### src/rtl/fpu_pkg.sv
// Shared FPU constants and the iterative divider's state encoding.
package fpu_pkg;

    localparam int EXP_W = 8;
    localparam int MAN_W = 23;
    localparam int BIAS  = 127;
    localparam logic [EXP_W-1:0] EXP_MAX = 8'hFF;

    // Quotient bits produced by the restoring divider: 1 integer bit + 24 fraction bits.
    localparam int QBITS = 25;

    typedef enum logic [1:0] {
        IDLE   = 2'd0,
        DIVIDE = 2'd1,
        NORM   = 2'd2
    } div_state_e;

endpackage

### src/rtl/fp_mant_div_step.sv
// One restoring-division iteration: compare, conditionally subtract, shift left.
module fp_mant_div_step (
    input  logic [24:0] r_i,
    input  logic [23:0] mb_i,
    output logic        q_bit_o,
    output logic [24:0] r_next_o
);

    logic [24:0] r_diff;

    always_comb begin
        q_bit_o  = (r_i >= {1'b0, mb_i});
        r_diff   = q_bit_o ? (r_i - {1'b0, mb_i}) : r_i;
        // The partial remainder is always below Mb here, so the shifted-out MSB is zero.
        r_next_o = r_diff << 1;
    end

endmodule

### src/rtl/fp_divider_iterative.sv
// Sequential single-precision divider: 25-cycle restoring mantissa divide, then truncating normalise.
module fp_divider_iterative #(
    parameter int XLEN = 32,
    parameter int BIAS = 127
) (
    input  logic            clk,
    input  logic            rst,
    input  logic            start,
    input  logic [XLEN-1:0] A,
    input  logic [XLEN-1:0] B,
    output logic            busy,
    output logic            done,
    output logic [XLEN-1:0] result,
    output logic            div_by_zero
);

    import fpu_pkg::*;

    div_state_e         state_q, state_d;
    logic [4:0]         cnt_q, cnt_d;
    logic               sign_q, sign_d;
    logic signed [9:0]  e_q, e_d;
    logic               a_zero_q, a_zero_d;
    logic               b_zero_q, b_zero_d;
    logic [24:0]        r_q, r_d;
    logic [24:0]        q_q, q_d;
    logic [23:0]        mb_q, mb_d;
    logic [XLEN-1:0]    result_q, result_d;
    logic               dbz_q, dbz_d;
    logic               done_q, done_d;

    logic               step_q_bit;
    logic [24:0]        step_r_next;
    logic signed [9:0]  exp_n;
    logic [MAN_W-1:0]   mant_n;

    fp_mant_div_step u_step (
        .r_i      (r_q),
        .mb_i     (mb_q),
        .q_bit_o  (step_q_bit),
        .r_next_o (step_r_next)
    );

    always_comb begin
        // NOTE: every variable gets a default before the case so no path can infer a latch.
        state_d  = state_q;
        cnt_d    = cnt_q;
        sign_d   = sign_q;
        e_d      = e_q;
        a_zero_d = a_zero_q;
        b_zero_d = b_zero_q;
        r_d      = r_q;
        q_d      = q_q;
        mb_d     = mb_q;
        result_d = result_q;
        dbz_d    = dbz_q;
        done_d   = 1'b0;

        exp_n  = q_q[QBITS-1] ? e_q : e_q - 10'sd1;
        mant_n = q_q[QBITS-1] ? q_q[MAN_W:1] : q_q[MAN_W-1:0];

        unique case (state_q)
            IDLE: begin
                if (start) begin
                    sign_d   = A[XLEN-1] ^ B[XLEN-1];
                    e_d      = $signed({2'b00, A[MAN_W +: EXP_W]})
                             - $signed({2'b00, B[MAN_W +: EXP_W]}) + 10'(BIAS);
                    a_zero_d = (A[MAN_W +: EXP_W] == '0);
                    b_zero_d = (B[MAN_W +: EXP_W] == '0);
                    r_d      = {2'b01, A[MAN_W-1:0]};
                    mb_d     = {1'b1, B[MAN_W-1:0]};
                    q_d      = '0;
                    cnt_d    = '0;
                    state_d  = DIVIDE;
                end
            end
            DIVIDE: begin
                r_d   = step_r_next;
                q_d   = {q_q[QBITS-2:0], step_q_bit};
                cnt_d = cnt_q + 5'd1;
                if (cnt_q == 5'(QBITS - 1)) state_d = NORM;
            end
            NORM: begin
                done_d  = 1'b1;
                state_d = IDLE;
                dbz_d   = 1'b0;
                if (b_zero_q) begin
                    result_d = {sign_q, EXP_MAX, {MAN_W{1'b0}}};
                    dbz_d    = 1'b1;
                end else if (a_zero_q || exp_n <= 10'sd0) begin
                    result_d = {sign_q, {(XLEN-1){1'b0}}};
                end else if (exp_n >= 10'sd255) begin
                    result_d = {sign_q, EXP_MAX, {MAN_W{1'b0}}};
                end else begin
                    result_d = {sign_q, exp_n[EXP_W-1:0], mant_n};
                end
            end
            default: state_d = IDLE;
        endcase
    end

    // NOTE: sequential state uses non-blocking assignments so all registers update together.
    always_ff @(posedge clk) begin
        if (rst) begin
            state_q  <= IDLE;
            cnt_q    <= '0;
            sign_q   <= 1'b0;
            e_q      <= '0;
            a_zero_q <= 1'b0;
            b_zero_q <= 1'b0;
            r_q      <= '0;
            q_q      <= '0;
            mb_q     <= '0;
            result_q <= '0;
            dbz_q    <= 1'b0;
            done_q   <= 1'b0;
        end else begin
            state_q  <= state_d;
            cnt_q    <= cnt_d;
            sign_q   <= sign_d;
            e_q      <= e_d;
            a_zero_q <= a_zero_d;
            b_zero_q <= b_zero_d;
            r_q      <= r_d;
            q_q      <= q_d;
            mb_q     <= mb_d;
            result_q <= result_d;
            dbz_q    <= dbz_d;
            done_q   <= done_d;
        end
    end

    assign busy        = (state_q != IDLE);
    assign done        = done_q;
    assign result      = result_q;
    assign div_by_zero = dbz_q;

endmodule

### config.mk
export PLATFORM = sky130hd
export DESIGN_NAME = fp_divider_iterative
export DESIGN_NICKNAME = d
export VERILOG_FILES = /design/src/rtl/fpu_pkg.sv /design/src/rtl/fp_mant_div_step.sv /design/src/rtl/fp_divider_iterative.sv
export SDC_FILE = /design/constraint.sdc
export NUM_CORES = 1
export LEC_CHECK = 0
export CORE_ASPECT_RATIO = 0.7
export CORE_MARGIN = 2
export CORE_UTILIZATION = 45
export CTS_CLUSTER_DIAMETER = 200
export CTS_CLUSTER_SIZE = 40
export DETAILED_ROUTE_END_ITERATION = 12
export DONT_BUFFER_PORTS = 1
export GPL_TIMING_DRIVEN = 0
export SYNTH_ARGS = -nofsm -noshare
export SYNTH_HDL_FRONTEND = slang
export SYNTH_SLANG_ARGS = --single-unit
### constraint.sdc
create_clock -name clk -period 3.98 [get_ports clk]
set_clock_uncertainty 0.1 [all_clocks]
set_input_delay 0.597 -clock clk [delete_from_list [all_inputs] [get_ports clk]]
set_output_delay 0.597 -clock clk [all_outputs]
set_load 0.1 [all_outputs]
Word level (Yosys, flattened, before mapping)
Index checks and enable logic that the tools add are counted.

word-level totals
  bits in registers = 128
  input port bits = 67
  output and inout bits = 35
  logic and storage cells = 52

operators by class
  add/sub/neg operators = 5
  magnitude comparators = 3
  equality and inequality tests = 5
  muxes and demuxes = 17
  bitwise operators = 1
  reductions and logical operators = 9

operator list
  kind                                                                number
  one-hot mux 25 bit (2 select lines)                                 2
  2-to-1 mux 31 bit                                                   3
  2-to-1 mux 25 bit                                                   2
  greater-or-equal comparator 25 x 24 -> 1 bit                        1
  2-to-1 mux 24 bit                                                   1
  subtractor 24 bit                                                   1
  2-to-1 mux 23 bit                                                   1
  zero test 8 bit                                                     2
  adder 9 x 8 -> 10 bit, second input constant                        1
  greater-or-equal comparator 10 x 9 -> 1 bit, second input constant  1
  less-or-equal comparator 10 x 1 -> 1 bit, second input constant     1
  2-to-1 mux 10 bit                                                   1
  one-hot mux 5 bit (2 select lines)                                  1
  subtractor 10 x 2 -> 10 bit, second input constant                  1
  subtractor 8 x 8 -> 9 bit                                           1
  AND reduction 2 bit                                                 3
  adder 5 x 1 -> 5 bit, second input constant                         1
  equality test 5 bit, second input constant                          1
  2-to-1 mux 5 bit                                                    1
  2-to-1 mux 2 bit                                                    2
  inequality test 2 bit, second input constant                        2
  one-hot mux 2 bit (2 select lines)                                  1
  nonzero test 2 bit                                                  2
  equality test 2 x 1 -> 1 bit, second input constant                 1
  5 further kinds                                                     6

Longest topological paths before layout
Gate-level depths: netlist (run 1).

  depth after elaboration = 6
  mapped depth = 12
  gate-level depth less buffers = 12

Modules after synthesis
Synthesis (run 1) repeated with hierarchy kept, for this count alone.

unflattened totals
  cells, all modules = 927
  area, all modules = 7558.5 µm²

modules (own cells, without submodules)
  module                times used  cells an instance  area each (µm²)  seq. area each (µm²)
  fp_divider_iterative  1           673                5815.6           2562.5
  fp_mant_div_step      1           254                1742.9           0.0

Least setup slack after synthesis (run 1)
OpenSTA, ideal clock, no wires.

  kind = register to register
  start = reg e_q[0]
  end = reg result_q[10] (netlist: result[10])
  setup time = 67 ps
  arrival time = 2730 ps
  setup slack = 1082 ps
  stages on the path, launching flop included = 12
  clock period less this slack = 2898 ps
  path through = dfxtp_1 clkbuf_1 inv_1 ha_1 or4b_4 nor2_8 nand3b_1 xor2_1 a22oi_1 or4b_4 buf_6 o21ai_2

between the ends
  word-level cells in the longest chain between the ends = 6
  elaborated cells between the ends (all ways) = 8

RTL lines
  item                                                                                                            line                                                    RTL
  start, declared                                                                                                 fp_divider_iterative.sv:22                              logic signed [9:0] e_q, e_d;
  start signal, assigned                                                                                          fp_divider_iterative.sv:108                             e_q <= '0;
  start signal, assigned                                                                                          fp_divider_iterative.sv:121                             e_q <= e_d;
  subtractor 10 x 2 -> 10 bit                                                                                     fp_divider_iterative.sv:59                              exp_n = q_q[QBITS-1] ? e_q : e_q - 10'sd1;
  2-to-1 mux 10 bit (*)                                                                                           fp_divider_iterative.sv:59
  greater-or-equal comparator 10 x 9 -> 1 bit / less-or-equal comparator 10 x 1 -> 1 bit (equally long branches)  fp_divider_iterative.sv:92, fp_divider_iterative.sv:90
  2-to-1 mux 31 bit / logical OR 1 bit (equally long branches)                                                    fp_divider_iterative.sv:92, fp_divider_iterative.sv:90
  2-to-1 mux 31 bit (*)                                                                                           fp_divider_iterative.sv:90                              end else if (a_zero_q || exp_n <= 10'sd0) begin
  2-to-1 mux 31 bit (*)                                                                                           fp_divider_iterative.sv:87                              if (b_zero_q) begin
  end signal, assigned                                                                                            fp_divider_iterative.sv:127                             result_q <= result_d;
  end, declared                                                                                                   fp_divider_iterative.sv:28                              logic [XLEN-1:0] result_q, result_d;

Mark *: on every way between the ends. The rest lies on a longest branch, timed or not.
A chain may end at the register's enable or synchronous reset.

Worst setup path in the final report (run 1)
  start = reg mb_q[1]
  end = reg r_q[14]

between the ends
  word-level cells in the longest chain between the ends = 3
  elaborated cells between the ends (all ways) = 4

RTL lines
  item                                                                                      line                                            RTL
  start, declared                                                                           fp_divider_iterative.sv:27                      logic [23:0] mb_q, mb_d;
  start signal, assigned                                                                    fp_divider_iterative.sv:126                     mb_q <= mb_d;
  subtractor 24 bit / greater-or-equal comparator 25 x 24 -> 1 bit (equally long branches)  fp_mant_div_step.sv:13, fp_mant_div_step.sv:12
  2-to-1 mux 24 bit (*)                                                                     fp_mant_div_step.sv:13                          r_diff = q_bit_o ? (r_i - {1'b0, mb_i}) : r_i;
  one-hot mux 25 bit (2 select lines) (*)                                                   fp_divider_iterative.sv:62                      unique case (state_q)
  end signal, assigned                                                                      fp_divider_iterative.sv:124                     r_q <= r_d;
  end, declared                                                                             fp_divider_iterative.sv:25                      logic [24:0] r_q, r_d;

Marks and branches as above.

==> metrics.md, run 1 <==
| Metric | Value |
|---|---|
| Status | complete, no violations |
| CTS resizes | 0 |
| Die H | between 100 and 150 um |
| Most frequent cell after synthesis | nand2_1 |
| CTS tree | built |
| Worst path cell trace | inv_1 -> ha_1 -> nor2b_1 -> o2111ai_1 -> a31oi_1 -> nor4_1 -> o21bai_1 -> inv_1 -> buf_2 -> a21oi_1 -> a221oi_1 |
| Critical Path AT | 3790 ps |
| Routed vias/inst | 5.56 |
| Setup TNS | 0 ps |
| Crit path buffers/inverters | 3 |
| Setup CP Type | flop to flop |
| GRT Overall Usage | 0.232 |
| Primary FF master, synth | dfxtp_1 |
| CTS Root Cell | clkbuf_16 |
| Startpoint Class | flop |
| Die area | about 0.017 sq mm |
| Syn Inst Count | 887 |
| CTS sink count | about 130 |
| Final Net Count | 1011 |
| Post-CTS Hold Buffers | 0 |
| Clock buffer depth | 2 |
| Largest net degree at the start of global routing | 17 |
| Netlist cell types | between 50 and 60 |
| Non-Filler Instances | between 1k and 1.5k |
| Routability cong. | 0.863 |
| First-pass GRT wire length | 30800 um |
| First-pass DRT Iterations | 6 |
| DR iter-0 viols | 518 |
| Slew @ Worst Pin | 1210 ps |
| Clk_lat worst skew | 430 ps |
| #FFs+latches synth | 128 |
| Slew Viols, Final | 0 |
| Sequential-to-total area share from yosys stat | 0.359 |
| H-tree depth | 4 |
| Worst-path clk slew | 60 ps |
| Synth top area share | 0.359 |
| Critical Path RT | between 4000 and 5000 ps |
| CTS Buf Count | 17 |
| Worst rel slew slack | 0.186 |
| RSZ-0062 raised after global routing | false |
| Vias in the first global route | 5880 |
| Fin Hold WS | 200 ps |
| Layout cells sized above 1 | 0.0794 |
| Synth async-reset ratio | 0 |
| Syn-to-layout area delta | 11.9% |
| Leakage | 2.99 nW |
| Hpwl dp | 14200 um |
| Crit-path slowest cell | nor4_1 |
| I/O Pins | approximately 100 |
| Area leader, netlist | dfxtp_1 |
| Port buffer count | 0 |
| Core area | 0.0155 sq mm |
| Ranking of synthesized cells by area | dfxtp_1 36%, nand2_1 8.1%, a21oi_1 6.3% |
| Max Clock Freq | roughly 0.28 GHz |
| Maximum vdd drop | 290 uV |
| Worst path max stage delay | 810 ps |
| Placed cell count | about 1.1k |
| Fin. Hold Viols | 0 |
| # rows | 38 |
| # diodes | 0 |
| Ys Warns | 0 |
| Critical path's most frequent cell | inv_1 |
| Post-DRT Antenna Nets | 0 |
| Pwr Total | 4.24 mW |
| Post-Route WL | 19000 um |
| Grt ovf | 0 |
| DRC errors left | 0 |
| WL/cell | 17.0 um |
| Tcrit/Tclk final | 0.893 |
| Number of flops mapped to enable cells by yosys | 0 |
| Max-cap violation count | 0 |
| Initial Util | 0.461 |
| Post-Syn Area per Cell | 8.06 sq um |
| Pwr Density | 531 mW/mm^2 |
| HP Class | input pin to flop |
| Critical path fanouts, max | 10 |
| Number of buffers added for setup after CTS | 0 |
| Netlist Area Pre-Place | approximately 0.0071 sq mm |
| Final Critical Period | 3560 ps |
| Vias post-DR | 6226 |
| CP top delay family | compound AO/OA/AOI/OAI gates |
| Initial antenna violation count | 0 |
| Crit. End Element | flop |
| Final setup violation count | 0 |
| Chip Width | ~150 um |
| Synth cell count leaders | 155 x nand2_1, 128 x dfxtp_1, 90 x a21oi_1 |
| Syn_nets | 992 |
[final cells by class]
cell class | count | area [sq um]
flip-flops and latches | 128 | 2560
plain buffers | 52 | 221
inverters | 49 | 184
fillers | 1562 | 7510
multi-input cells | 658 | 4180
clock inverters | 13 | 154
clock buffers | 19 | 443
well taps | 200 | 250
[routing by layer]
layer	vias to the layer above	global-route usage	share of wire
met3	23	0.0706	0.074
met5	-	0	0
met2	163	0.343	0.41
li1	3176	-	-
met4	0	0.0747	0.019
met1	2864	0.324	0.50
[flip-flops by register name, indices dropped and copies added (netlist names)]
signal	count
r_q	25
div_by_zero	1
sign_q	1
state_q	2
result	32
b_zero_q	1
mb_q	24
q_q	25
a_zero_q	1
cnt_q	5
e_q	10
done	1
[placed cells by master, fill, tap and decap left out, types with 15 or more instances in the layout]
cell type  Yosys  routed
ha_1          36      36
nand3_1       15      15
a31oi_1       20      20
mux2i_1       28      28
clkbuf_16      0      17
inv_1         49      49
nor2_1        50      50
o21ai_0       33      33
clkbuf_1      41      42
o21ai_2       20      20
a22o_1        25      25
dfxtp_1      128     128
nand2_1      155     155
nor3_1        15      15
xnor2_1       26      26
a21oi_1       90      90
[worst register-to-register path, stage by stage (launching register included)]
cell and delay (ps):
dfxtp_1 390, inv_1 60, ha_1 280, nor2b_1 150, o2111ai_1 320, a31oi_1 170
nor4_1 810, o21bai_1 320, inv_1 170, buf_2 310, a21oi_1 120, a221oi_1 250
[per-stage QoR]
stage / setup WS [ps] / cell area (sq um) / util
4_1_cts: 486 / 7990 / 0.516
6_report: 424 / 7990 / 0.516
3_3_place_gp: 475 / 7400 / 0.477
3_5_place_dp: 524 / 7400 / 0.477
5_1_grt: 143 / 7990 / 0.516
2_1_floorplan: 1080 / 7150 / -
[path summary, 6_finish.rpt]
check | startpoint | to | slack, ps | depth (start not counted)
worst max-delay path | mb_q[1]$_SDFFE_PP0P_ | r_q[14]$_SDFFE_PP0P_ | 420 | 11
worst min-delay path | B[7] | mb_q[7]$_SDFFE_PP0P_ | 200 | 2
worst max register to register | mb_q[1]$_SDFFE_PP0P_ | r_q[14]$_SDFFE_PP0P_ | 420 | 11
worst min register to register | mb_q[5]$_SDFFE_PP0P_ | mb_q[5]$_SDFFE_PP0P_ | 350 | 2
[logic make-up after synthesis]
family | Yosys count | synth area share
xor+xnor | 38 | 0.0466
mux | 29 | 0.0408
flops | 128 | 0.359
buf+inv | 101 | 0.0567
compound gates | 260 | 0.241
fa+ha+maj | 38 | 0.0686
simple gates | 293 | 0.187
[report_power, final]
| group | internal [mW] | total (mW) | switching (mW) |
|---|---|---|---|
| sequential | 1.35 | 1.42 | 0.0647 |
| clock | 0.952 | 1.59 | 0.638 |
| combinational | 0.465 | 1.24 | 0.770 |
No activity file was read; power rests on OpenSTA's default activity.
==> run 2: changes to the inputs <==
--- a/config.mk
+++ b/config.mk
@@ -5,7 +5,6 @@
 export SDC_FILE = /design/constraint.sdc
 export NUM_CORES = 1
 export LEC_CHECK = 0
-export CORE_ASPECT_RATIO = 0.7
 export CORE_MARGIN = 2
 export CORE_UTILIZATION = 45
 export CTS_CLUSTER_DIAMETER = 200
@@ -13,6 +12,7 @@
 export DETAILED_ROUTE_END_ITERATION = 12
 export DONT_BUFFER_PORTS = 1
 export GPL_TIMING_DRIVEN = 0
+export RECOVER_POWER = 50
 export SYNTH_ARGS = -nofsm -noshare
 export SYNTH_HDL_FRONTEND = slang
 export SYNTH_SLANG_ARGS = --single-unit
==> metrics.md, run 2 (synthesized netlist as in run 1, its figures left out) <==
| Metric | Value |
|---|---|
| GRT Overall Usage | 0.227 |
| Chip Width | about 130 um |
| CP top delay family | compound AO/OA/AOI/OAI gates |
| First-pass GRT wire length | ~30000 um |
| Routability cong. | between 0.9 and 1 |
| Port buffer count | 0 |
| CTS sink count | 128 |
| Final worst slack | about 340 ps |
| Leakage | 2.99 nW |
| CTS Buf Count | 17 |
| Initial antenna violation count | 0 |
| Vias post-DR | approximately 6.3k |
| Crit. End Element | flop |
| Post-Layout Inst Area | between 0.008 and 0.009 sq mm |
| Max-cap violation count | 0 |
| CTS tree | built |
| Maximum vdd drop | 366 uV |
| Crit-path slowest cell | nor4_1 |
| H-tree depth | 4 |
| Vias in the first global route | roughly 6.0k |
| Worst rel slew slack | 0.306 |
| Die H | 130 um |
| Worst path cell trace | inv_1 -> ha_1 -> a21o_1 -> a21oi_1 -> a31oi_1 -> nor4_1 -> o21bai_1 -> inv_1 -> buf_2 -> a21oi_1 -> a221oi_1 |
| RSZ-0062 raised after global routing | false |
| Pwr Total | roughly 4.2 mW |
| HP Class | input pin to flop |
| Placed Area | 0.00742 sq mm |
| Pwr Density | 527 mW/mm^2 |
| DRC errors left | 0 |
| CTS Root Cell | clkbuf_16 |
| Fin. Hold Viols | 0 |
| Grt ovf | 0 |
| DR iter-0 viols | between 400 and 500 |
| Post-DRT Antenna Nets | 0 |
| Clock buffer depth | 2 |
| Final Critical Period | 3640 ps |
| Startpoint Class | flop |
| Syn-to-layout area delta | 12.1% |
| # diodes | 0 |
| Post-CTS Hold Buffers | 0 |
| I/O Pins | 102 |
| Slew Viols, Final | 0 |
| Routed vias/inst | between 5 and 6 |
| Number of buffers added for setup after CTS | 0 |
| Final Net Count | slightly above 1k |
| Largest net degree at the start of global routing | 17 |
| Hpwl dp | 13800 um |
| # rows | 46 |
| WL/cell | roughly 16 um |
| Worst-path clk slew | 60 ps |
| Max reg flops | 32 |
| Core area | 0.0157 sq mm |
| CTS resizes | 0 |
| Final setup violation count | 0 |
| Post-Route WL | ~19000 um |
| Slew @ Worst Pin | 1030 ps |
| Layout cells sized above 1 | 0.0783 |
| FF/Latch Area | around 0.0026 sq mm |
| Layout filler cell count | 1594 |
| Die area | 0.0169 sq mm |
| Commonest non-fill, non-tap cells in the layout | 155 x nand2_1, 128 x dfxtp_1, 90 x a21oi_1 |
| Worst path max stage delay | 860 ps |
| Multi-input logic area | about 0.0042 sq mm |
| Critical Path AT | 3880 ps |
| Setup TNS | 0 ps |
| Initial Util | 0.455 |
| Critical path fanouts, max | 10 |
| Setup CP Type | flop to flop |
| Clk_lat worst skew | 430 ps |
| Crit path buffers/inverters | 3 |
| Max Clock Freq | 0.275 GHz |
| Status | complete, no violations |
| Commonest non-fill, non-tap cell in the layout | nand2_1 |
| Tcrit/Tclk final | 0.915 |
| First-pass DRT Iterations | 5 |
| Critical Path RT | 4220 ps |
| Pre-CTS setup slack | between 400 and 500 ps |
[run 2: cell types whose count changed in the layout (fill, tap and decap cells not counted), sizes merged]
cell / change
buf: -3
clkbuf: +5
clkinv: +2
clkinvlp: -1
inv: -3
[run 2: stage by stage]
stage / hold slack, ps / utilization / std cells
after floorplan: 332 / - / 887
after global placement: 342 / 0.472 / 1103
after detailed placement: 346 / 0.472 / 1103
after CTS: 188 / 0.510 / 1135
after global routing: 194 / 0.510 / 1135
final: 199 / 0.510 / 1135
[run 2: layout make-up]
class	instances	share of cell area
Multi-Input combinational cell	658	0.522
Tap cell	216	0.0337
Clock buffer	21	0.0575
Inverter	49	0.0230
Sequential cell	128	0.320
Clock inverter	11	0.0164
Buffer	52	0.0277
[run 2: path summary, 6_finish.rpt]
kind	startpoint	to	slack [ps]	cells past startpoint
setup / recovery	mb_q[3]$_SDFFE_PP0P_	r_q[14]$_SDFFE_PP0P_	340	11
hold / removal	B[21]	mb_q[21]$_SDFFE_PP0P_	200	2
setup reg to reg	mb_q[3]$_SDFFE_PP0P_	r_q[14]$_SDFFE_PP0P_	340	11
hold reg to reg	sign_q$_SDFFE_PP0P_	result[31]$_SDFFE_PP0P_	350	2
[run 2: routing by layer]
| layer | global-route usage | vias up | part of all wire |
|---|---|---|---|
| met5 | 0 | - | 0 |
| met4 | 0.0835 | 0 | 0.022 |
| met3 | 0.0644 | 36 | 0.070 |
| met2 | 0.364 | 181 | 0.45 |
| met1 | 0.293 | 2892 | 0.46 |
| li1 | - | 3183 | - |
[run 2: power by group]
part / total (mW) / switching (mW) / internal [mW]
logic: 1.23 / 0.768 / 0.465
registers: 1.42 / 0.0629 / 1.35
clock network: 1.57 / 0.611 / 0.959
total: 4.22 / 1.44 / 2.78
==> run 3: changes to the inputs <==
--- a/config.mk
+++ b/config.mk
@@ -12,6 +12,7 @@
 export DETAILED_ROUTE_END_ITERATION = 12
 export DONT_BUFFER_PORTS = 1
 export GPL_TIMING_DRIVEN = 0
+export MAX_ROUTING_LAYER = met4
 export RECOVER_POWER = 50
 export SYNTH_ARGS = -nofsm -noshare
 export SYNTH_HDL_FRONTEND = slang
==> metrics.md, run 3 (synthesized netlist as in run 1, its figures left out) <==
| Metric | Value |
|---|---|
| Status | complete, no violations |
| R2r worst-path depth | 11 |
| CTS tree | built |
| Setup TNS | 0 ps |
| CTS Root Cell | clkbuf_16 |
| Pre-CTS setup slack | about 420 ps |
| Slew @ Worst Pin | 1010 ps |
| WL/cell | 16.6 um |
| Grt ovf | 0 |
| CTS resizes | 0 |
| Vias post-DR | 6260 |
| Port buffer count | 0 |
| Worst r2r src | mb_q[3]$_SDFFE_PP0P_ |
| Final Net Count | slightly above 1k |
| Vias in the first global route | between 5k and 6k |
| HP Class | input pin to flop |
| Int Pwr | between 2 and 3 mW |
| CTS Buf Count | 17 |
| Clock buffer depth | 2 |
| Final Critical Period | 3630 ps |
| Layout cells sized above 1 | 0.0805 |
| Critical Path RT | between 4000 and 5000 ps |
| Hold path depth | 2 |
| Sw Pwr | 1.47 mW |
| Max-cap violation count | 0 |
| Core area | 0.0157 sq mm |
| Hold Crit Start | B[10] |
| Logic pwr share | 0.302 |
| DR iter-0 viols | 334 |
| Final setup violation count | 0 |
| Fin. Hold Viols | 0 |
| Clk_lat worst skew | between 400 and 500 ps |
| Largest net degree at the start of global routing | 17 |
| Number of buffers added for setup after CTS | 0 |
| Pwr Density | ~520 mW/mm^2 |
| Initial antenna violation count | 0 |
| # rows | between 40 and 50 |
| Sw Share | 0.356 |
| Leakage | 2.98 nW |
| RSZ-0062 raised after global routing | false |
| First-pass GRT wire length | 30300 um |
| Die H | 130 um |
| Multi-input logic area | 0.00418 sq mm |
| FF/Latch Area | 0.00256 sq mm |
| Tcrit/Tclk final | 0.911 |
| # diodes | 0 |
| I/O Pins | 102 |
| Initial Util | 0.455 |
| Chip Width | 130 um |
| Slew Viols, Final | 0 |
| DRC errors left | 0 |
| Post-Layout Inst Area | about 0.008 sq mm |
| Layout filler cell count | ~1.6k |
| Post-CTS Hold Buffers | 0 |
| Startpoint Class | flop |
| Maximum vdd drop | 372 uV |
| Clk pwr share | 0.355 |
| Routed vias/inst | ~5.5 |
| Placed Area | between 0.007 and 0.008 sq mm |
| Origin of the worst setup path | mb_q[3]$_SDFFE_PP0P_ |
| Syn-to-layout area delta | 11.6% |
| Final worst slack | 353 ps |
| Routability cong. | 0.892 |
| Seq pwr share | 0.344 |
| Commonest non-fill, non-tap cells in the layout | 155 x nand2_1, 128 x dfxtp_1, 90 x a21oi_1 |
| Worst-path clk slew | ~60 ps |
| Critical path fanouts, max | 10 |
| Post-Route WL | 18900 um |
| Fin Hold WS | about 200 ps |
| Max Clock Freq | 0.276 GHz |
| GRT Overall Usage | 0.238 |
| Post-DRT Antenna Nets | 0 |
| Die area | 0.0169 sq mm |
| Setup CP Type | flop to flop |
| Hpwl dp | around 14000 um |
| First-pass DRT Iterations | 5 |
| Commonest non-fill, non-tap cell in the layout | nand2_1 |
| Critical Path AT | between 3000 and 4000 ps |
| Worst rel slew slack | 0.324 |
| Max reg flops | 32 |
| H-tree depth | 4 |
| Crit. End Element | flop |
| CTS sink count | 128 |
## run 3: cell count changes in the layout (fill, tap and decap cells not counted)
| cell | before | now |
|---|---|---|
| and2_0 | 1 | 0 |
| and2_1 | 2 | 3 |
| bufinv_16 | 2 | 0 |
| clkbuf_1 | 46 | 44 |
| clkinv_2 | 1 | 2 |
| inv_6 | 2 | 5 |
## run 3: power by group through the flow
stage	registers [mW]	logic [mW]	clock network, mW
after CTS	1.42	1.23	1.48
after detailed placement	1.44	1.22	0
after floorplan	1.42	0.948	0
after global routing	1.43	1.38	1.54
final	1.42	1.24	1.46
after global placement	1.44	1.22	0
## run 3: final cells by class
cell class,instances,area share
multi-input combinational,658,0.524
sequential,128,0.321
clock buffer,19,0.0568
tap,216,0.0339
buffer,52,0.0278
inverter,49,0.0231
clock inverter,13,0.0129
## run 3: worst paths after layout
| check | end | slack [ps] |
|---|---|---|
| min reg2reg | mb_q[13]$_SDFFE_PP0P_ | 350 |
| max reg2reg | r_q[14]$_SDFFE_PP0P_ | 350 |
| max | r_q[14]$_SDFFE_PP0P_ | 350 |
| min | mb_q[10]$_SDFFE_PP0P_ | 200 |
## run 3: through the flow
step	cells	utilization	power, mW
after floorplan	887	-	2.37
after detailed placement	1103	0.472	2.66
final	1135	0.507	4.12
after global placement	1103	0.472	2.66
after CTS	1135	0.507	4.13
after global routing	1135	0.507	4.35
## run 3: metal layers
layer	GRT usage	vias to the layer above	routed length [um]
met1	0.300	2879	8740
met4	0.0759	0	384
met2	0.369	167	8550
met5	-	-	0
li1	-	3187	-
met3	0.0677	27	1180
## run 3: critical path: stages (launching register included)
cell	delay, ps
dfxtp_1	330
inv_1	50
ha_1	350
a21o_1	200
a21oi_1	250
a31oi_1	170
nor4_1	830
o21bai_1	350
inv_1	190
buf_2	310
a21oi_1	120
a221oi_1	260
